## src/rtl/sc_hdlc_pkt_upload.sv

```systemverilog
// HDLC receive packet upload engine: queues completed frame lengths and streams
// one frame per upload request from an FWFT byte FIFO onto an AXI-Stream master.
//
// state     | meaning
// ST_IDLE   | waiting for upload_req with a queued frame
// ST_STREAM | forwarding bytes until the tlast beat handshakes
// ST_DONE   | one-cycle completion pulse on upload_done
module sc_hdlc_pkt_upload #(
  parameter int LEN_DEPTH = 16
) (
  input  logic        clk,
  input  logic        rstn,
  input  logic        rx_eop_valid,
  input  logic [31:0] rx_eop_len,
  output logic        len_full,
  output logic [31:0] ovf_cnt,
  input  logic        upload_req,
  output logic        upload_busy,
  output logic        upload_done,
  output logic [31:0] pkt_length,
  output logic [31:0] pkt_cnt,
  input  logic [7:0]  fifo_dout,
  input  logic        fifo_empty,
  output logic        fifo_rd_en,
  output logic [7:0]  m_axis_tdata,
  output logic        m_axis_tvalid,
  input  logic        m_axis_tready,
  output logic        m_axis_tlast
);

  localparam int AW = $clog2(LEN_DEPTH);
  localparam int CW = AW + 1;

  localparam logic [1:0] ST_IDLE   = 2'd0;
  localparam logic [1:0] ST_STREAM = 2'd1;
  localparam logic [1:0] ST_DONE   = 2'd2;

  logic [1:0]    state_q, state_d;
  logic [AW-1:0] wr_ptr_q, wr_ptr_d;
  logic [AW-1:0] rd_ptr_q, rd_ptr_d;
  logic [CW-1:0] cnt_q, cnt_d;
  logic [31:0]   ovf_q, ovf_d;
  logic [31:0]   remaining_q, remaining_d;
  logic [31:0]   len_mem_q [LEN_DEPTH];

  logic full;
  logic push;
  logic pop;
  logic in_stream;
  logic hs;
  logic [31:0] head_len;

  // Full is judged on the registered count, so a same-cycle pop cannot make room.
  assign full      = (cnt_q == CW'(LEN_DEPTH));
  assign push      = rx_eop_valid && !full;
  assign pop       = (state_q == ST_IDLE) && upload_req && (cnt_q != '0);
  assign head_len  = len_mem_q[rd_ptr_q];
  assign in_stream = (state_q == ST_STREAM);

  assign m_axis_tvalid = in_stream && !fifo_empty;
  assign m_axis_tdata  = in_stream ? fifo_dout : 8'h00;
  assign m_axis_tlast  = in_stream && (remaining_q == 32'd1);
  assign hs            = m_axis_tvalid && m_axis_tready;
  assign fifo_rd_en    = hs;

  assign len_full    = full;
  assign ovf_cnt     = ovf_q;
  assign pkt_cnt     = {{(32-CW){1'b0}}, cnt_q};
  assign pkt_length  = (cnt_q != '0) ? head_len : 32'd0;
  assign upload_busy = (state_q != ST_IDLE);
  assign upload_done = (state_q == ST_DONE);

  always_comb begin
    wr_ptr_d = push ? wr_ptr_q + AW'(1) : wr_ptr_q;
    rd_ptr_d = pop  ? rd_ptr_q + AW'(1) : rd_ptr_q;
    ovf_d    = (rx_eop_valid && full) ? ovf_q + 32'd1 : ovf_q;
    case ({push, pop})
      2'b10:   cnt_d = cnt_q + CW'(1);
      2'b01:   cnt_d = cnt_q - CW'(1);
      default: cnt_d = cnt_q;
    endcase
  end

  always_comb begin
    state_d     = state_q;
    remaining_d = remaining_q;
    case (state_q)
      ST_IDLE: begin
        if (pop) begin
          remaining_d = head_len;
          state_d     = (head_len == 32'd0) ? ST_DONE : ST_STREAM;
        end
      end
      ST_STREAM: begin
        if (hs) begin
          remaining_d = remaining_q - 32'd1;
          if (remaining_q == 32'd1) state_d = ST_DONE;
        end
      end
      ST_DONE: state_d = ST_IDLE;
      default: state_d = ST_IDLE;
    endcase
  end

  always_ff @(posedge clk or negedge rstn) begin
    if (!rstn) begin
      state_q     <= ST_IDLE;
      wr_ptr_q    <= '0;
      rd_ptr_q    <= '0;
      cnt_q       <= '0;
      ovf_q       <= '0;
      remaining_q <= '0;
    end else begin
      state_q     <= state_d;
      wr_ptr_q    <= wr_ptr_d;
      rd_ptr_q    <= rd_ptr_d;
      cnt_q       <= cnt_d;
      ovf_q       <= ovf_d;
      remaining_q <= remaining_d;
    end
  end

  always_ff @(posedge clk or negedge rstn) begin
    if (!rstn) begin
      for (int i = 0; i < LEN_DEPTH; i++) len_mem_q[i] <= '0;
    end else if (push) begin
      len_mem_q[wr_ptr_q] <= rx_eop_len;
    end
  end

endmodule

```

## config.mk

```make
export PLATFORM = sky130hd
export DESIGN_NAME = sc_hdlc_pkt_upload
export DESIGN_NICKNAME = d
export VERILOG_FILES = /design/src/rtl/sc_hdlc_pkt_upload.sv
export SDC_FILE = /design/constraint.sdc
export NUM_CORES = 1
export LEC_CHECK = 0
export ABC_AREA = 0
export BUFFER_PORTS_ARGS = -buffer_cell sky130_fd_sc_hd__buf_2
export CAP_MARGIN = 15
export CORE_MARGIN = 2
export CORE_UTILIZATION = 40
export DETAILED_ROUTE_END_ITERATION = 12
export SYNTH_ARGS = -nofsm -noshare
export SYNTH_HDL_FRONTEND = slang
export SYNTH_SLANG_ARGS = --single-unit
```

## constraint.sdc

```tcl
create_clock -name clk -period 3.2 [get_ports clk]
set_input_delay 0.64 -clock clk [delete_from_list [all_inputs] [get_ports clk]]
set_output_delay 0.64 -clock clk [all_outputs]
set_load 0.05 [all_outputs]
```

# Yosys cells after proc, flatten, opt, wreduce, memory -nomap -nowiden

Cells that the tools add are included.

Bits in registers: 591
Bits of input ports: 46
Output and inout bits: 110
Word-level logic and storage cells: 77

$add $sub $neg: 6
Magnitude comparators: 3
Equality and inequality tests: 9
Mux-type cells: 17
Bitwise gates (word level): 2
Reduce and logical (&&, ||, !) cells: 18

Operators with widths:

| cell                                                                  | number |
|---|---|
| 512-bit bitwise mux                                                   | 1 |
| 32-bit 2-to-1 mux                                                     | 6 |
| 32-bit binary-select mux with 4-bit select                            | 1 |
| 32-bit demux with 4-bit select                                        | 1 |
| 32-bit case mux with 2 select lines                                   | 1 |
| 32-bit by 1-bit adder with 32-bit output (second input constant)      | 1 |
| 32-bit by 1-bit == test with 1-bit output (second input constant)     | 1 |
| 32-bit logical NOT                                                    | 1 |
| 32-bit by 1-bit subtractor with 32-bit output (second input constant) | 1 |
| 5-bit >= comparator (second input constant)                           | 2 |
| 4-bit inverter with 5-bit output                                      | 2 |
| 5-bit case mux with 2 select lines                                    | 1 |
| 4-bit by 1-bit adder with 4-bit output (second input constant)        | 2 |
| 1-bit logical AND                                                     | 8 |
| 2-bit 2-to-1 mux                                                      | 4 |
| 8-bit 2-to-1 mux                                                      | 1 |
| 3-bit AND reduction                                                   | 2 |
| 2-bit nonzero test                                                    | 3 |
| 5-bit by 1-bit adder with 5-bit output (second input constant)        | 1 |
| 5-bit == test (second input constant)                                 | 1 |
| 5-bit by 1-bit < comparator with 1-bit output (second input constant) | 1 |
| 5-bit nonzero test                                                    | 1 |
| 5-bit by 1-bit subtractor with 5-bit output (second input constant)   | 1 |
| 2-bit by 1-bit == test with 1-bit output (second input constant)      | 2 |
| other kinds (6)                                                       | 9 |

# Longest topological paths before layout

Depth after elaboration: 8
Gate-level depth with buffers: 14
Depth with buffers taken out: 13

# Least setup slack after synthesis

No wires, ideal clock.

Kind: register -> output
Start: register rd_ptr_q[0]
End: output port pkt_length[8]
Arrival: 2815 ps
Data required time: 2560 ps
Setup slack: -255 ps
Cell stages (with the launch flop): 9
Path buffers: 4
Cell sequence: dfrtp_1 -> buf_6 -> buf_6 -> buf_4 -> buf_2 -> mux2i_1 -> a221oi_1 -> a21oi_1 -> nor3_1

Cells in the longest elaborated chain, start to end: 5

Ends and longest elaborated chain:

| element                                                | line | text |
|---|---|---|
| start: declaration                                     | 40   | `logic [AW-1:0] rd_ptr_q, rd_ptr_d;` |
| start signal: assignment                               | 116  | `rd_ptr_q <= rd_ptr_d;` |
| 4-bit inverter with 5-bit output (not written as such) | 57   | `assign head_len = len_mem_q[rd_ptr_q];` |
| 32-bit binary-select mux with 4-bit select             | 57   |  |
| 32-bit 2-to-1 mux (not written as such) (2 in series)  | 57   |  |
| 32-bit 2-to-1 mux                                      | 69   | `assign pkt_length = (cnt_q != '0) ? head_len : 32'd0;` |
| end: declaration                                       | 20   | `output logic [31:0] pkt_length,` |

Every way passes these cells. The select of a mux whose other input is x is not followed.

# Final worst setup path

Start: register rd_ptr_q[0]
End: output port pkt_length[22]

Same word-level chain as after synthesis.

==> results.md <==
- Detail Route Antenna Nets: 0
- Drc violations: 0
- Largest net degree at the start of global routing: 89
- Die Span X: 267 µm
- Crit-path max FO: 9
- GP Congestion: 0.880
- Final hold viol count: 0
- IO Port Bufs: 128
- RSZ-0062 raised after global routing: yes
- CTS buffer count: 60
- Run status: finished with violations
- Drt first pass iters: 5
- Pre-CTS WS: -0.100 ns
- Worst skew pair latency: 0.63 ns
- Min Hold Slack: 0.0318 ns
- Die Y-Extent: 267 µm
- Root Buffer: clkbuf_16
- Met3 Usage GRT: 3.91%
- Critical path class: register to output pin
- Row cnt: 96
- Syn. warnings: 0
- Min setup slack post-route: -0.343 ns
- Netlist cell types: 60
- Critical Path AT: 2.90 ns
- First-pass GRT wire length: 118 mm
- Antenna diode count: 0
- Layout cells sized above 1: 50.8%
- TritonCTS clock tree: built
- Clock Pin Slew Worst Setup and Hold Paths: 0.06 ns
- Post-synth ARST share: 100%
- Most frequent cells in the layout: 586 x dfrtp_1, 514 x mux2_2, 115 x mux4_2, 105 x buf_4, 94 x buf_2
- Final setup skew: 0.0296 ns
- Layout filler cell count: 5828
- Area growth, synth to finish: 21.1%
- Cells after DPL: 2965
- EDFF count, synth: 0
- Min cycle time layout: 3.54 ns
- Max Clk Rate: 282 MHz
- Detailed Route WL: 78.3 mm
- R2R setup slack: 0.10 ns
- Combinational power share: 51.9%
- Via count of the routed design: 17800
- Final setup TNS: -7.36 ns
- Synthesized area per cell: 14.1 µm²
- Critical path startpoint category: register
- Min-Delay Path Class: primary input to asynchronous set/reset pin
- Post-DP HPWL: 45.8 mm
- Final Max Tran Viols: 0
- Post-synthesis sequential area ratio: 53.4%
- Slew Limit Headroom: 52.0%
- Max-cap violations: 0
- Routing usage on met1: 30.3%
- Leakage: 0.0149 µW
- Number of synthesized register bits: 591
- Gr usage total: 22.0%
- Io pins: 156
- Clock network fraction of total power: 17.3%
- Core Area: 68600 µm²
- Starting DRC count in detailed routing: 1288
- Period utilisation layout: 111%
- CP endpoint kind: output pin
- Pwr/cell area: 1230 nW/µm²
- Drt via density: 5.68
- Buffer depth of the longest clock path: 3
- Routed length per instance: 24.9 µm
- GR Overflow Total: 0
- Post-CTS Hold Buffers: 0
- Clk sink count: 591
- Synth Cell Area: 27700 µm²
- Setup violations, final: 31
- Starting Density: 40.4%
- Final Net Count: 2229
- Failing checks: negative setup slack
- Req. time, crit path: 2.56 ns
- Die area: 71400 µm²
- Switch Pwr: 15800 µW
- Mapped Cells: 1962
- Commonest non-fill, non-tap cell in the layout: dfrtp_1
- Top_reg_cell synth: dfrtp_1
- Antenna violations before repair: 8
- Max VDD drop: 1.17 mV
- Non-Filler Instances: 3144
- Sw Share: 38.5%
- Busiest grt layer: met2
- Vias in the first global route: 18400
- Grt met2 use: 35.7%
- Internal power: 25300 µW
- CTS H-tree lvls: 2
- Sequential group share of total power: 30.8%
- Worst slew pin tran: 0.721 ns
layer usage:
| metal | wire length (µm) | up-vias | share of wire (%) |
|---|---|---|---|
| li1 | - | 7620 | - |
| met1 | 34200 | 9520 | 44 |
| met2 | 37100 | 562 | 47 |
| met3 | 4730 | 131 | 6.0 |
| met4 | 2210 | 12 | 2.8 |
| met5 | 73 | - | 0.093 |
power groups by stage:
stage | clock network (µW) | registers [µW] | logic, µW
3_3_place_gp | 0 | 12500 | 17500
6_report | 7120 | 12600 | 21400
4_1_cts | 7250 | 12600 | 20700
2_1_floorplan | 0 | 12200 | 12400
3_5_place_dp | 0 | 12700 | 17800
5_1_grt | 7550 | 13000 | 22400
flip-flops by register name (all words and copies together) (netlist names):
| signal | count |
|---|---|
| wr_ptr_q | 4 |
| remaining_q | 32 |
| state_q | 2 |
| ovf_cnt | 32 |
| rd_ptr_q | 4 |
| len_mem_q | 512 |
| cnt_q | 5 |
logic make-up (layout without fill, tap and decap cells):
family	count (synthesis)	after routing	share of synthesized area [%]
xor+xnor	42	42	1.33
buf+inv	197	422	3.37
other cells	1	27	0.0135
compound gates	176	176	4.37
simple gates	261	261	4.77
mux	681	681	32.1
flops	591	591	53.4
fa+ha+maj	13	13	0.614
timing repair:
item	in CTS	in global routing
gates cloned	9	1
pin swaps	25	32
buffers inserted	44	29
endpoints found under the setup margin	35	33
gates resized for setup	158	54
cells in the mapped netlist (all sizes together), types with 3 or more instances:
master / count / area [µm²]
a21oi: 28 / 140
nand3: 27 / 135
nor4b: 3 / 26.3
nor4: 13 / 93.8
buf: 75 / 477
xor2: 12 / 105
a22oi: 11 / 82.6
a21o: 3 / 22.5
a31oi: 9 / 56.3
ha: 12 / 150
a221oi: 26 / 253
and2: 14 / 87.6
or2: 4 / 25.0
o22ai: 7 / 43.8
nand2: 50 / 188
nand4: 19 / 119
nand2b: 9 / 56.3
mux2: 518 / 5830
nor2: 65 / 244
o22a: 4 / 35.0
nor2b: 14 / 87.6
inv: 19 / 71.3
mux2i: 48 / 480
nor3: 28 / 150
dfrtp: 591 / 14800
a22o: 22 / 193
or4: 4 / 30.0
o21ai: 50 / 250
and3: 4 / 25.0
and4: 3 / 26.3
xnor2: 30 / 263
clkbuf: 102 / 383
mux4: 115 / 2590
layout make-up:
type	instances	area, µm²	share of cell area (%)
Clock buffer	94	1810	5.40
Clock inverter	11	164	0.489
Inverter	20	75.1	0.224
Multi-Input combinational cell	1200	12600	37.5
Sequential cell	591	14800	44.1
Tap cell	931	1160	3.47
Timing Repair Buffer	297	2940	8.77
worst paths after layout:
check / start / end / depth (start not counted)
max: rd_ptr_q[0] / pkt_length[22] / 6
min: rstn / len_mem_q[407] / 1
max reg2reg: rd_ptr_q[0] / state_q[0] / 10
min reg2reg: ovf_cnt[31] / ovf_cnt[31] / 1
max in group asynchronous: rstn / len_mem_q[462] / 2
min in group clk: rx_eop_valid / ovf_cnt[2] / 3
critical path, stage by stage, from the launching register on:
cell and delay, ns:
dfrtp_4 0.47, buf_4 0.15, buf_12 0.14, mux4_2 0.51
mux4_2 0.64, nor2b_4 0.19, buf_6 0.16
through the flow:
stage	cell area (µm²)	utilization [%]	total power (µW)
3_5_place_dp	30000	43.7	30500
4_1_cts	33200	48.4	40500
2_1_floorplan	27800	-	24600
5_1_grt	33600	48.9	43000
6_report	33600	48.9	41100
3_3_place_gp	30000	43.7	30000
Note: power is estimated with default switching activity, not from simulation.
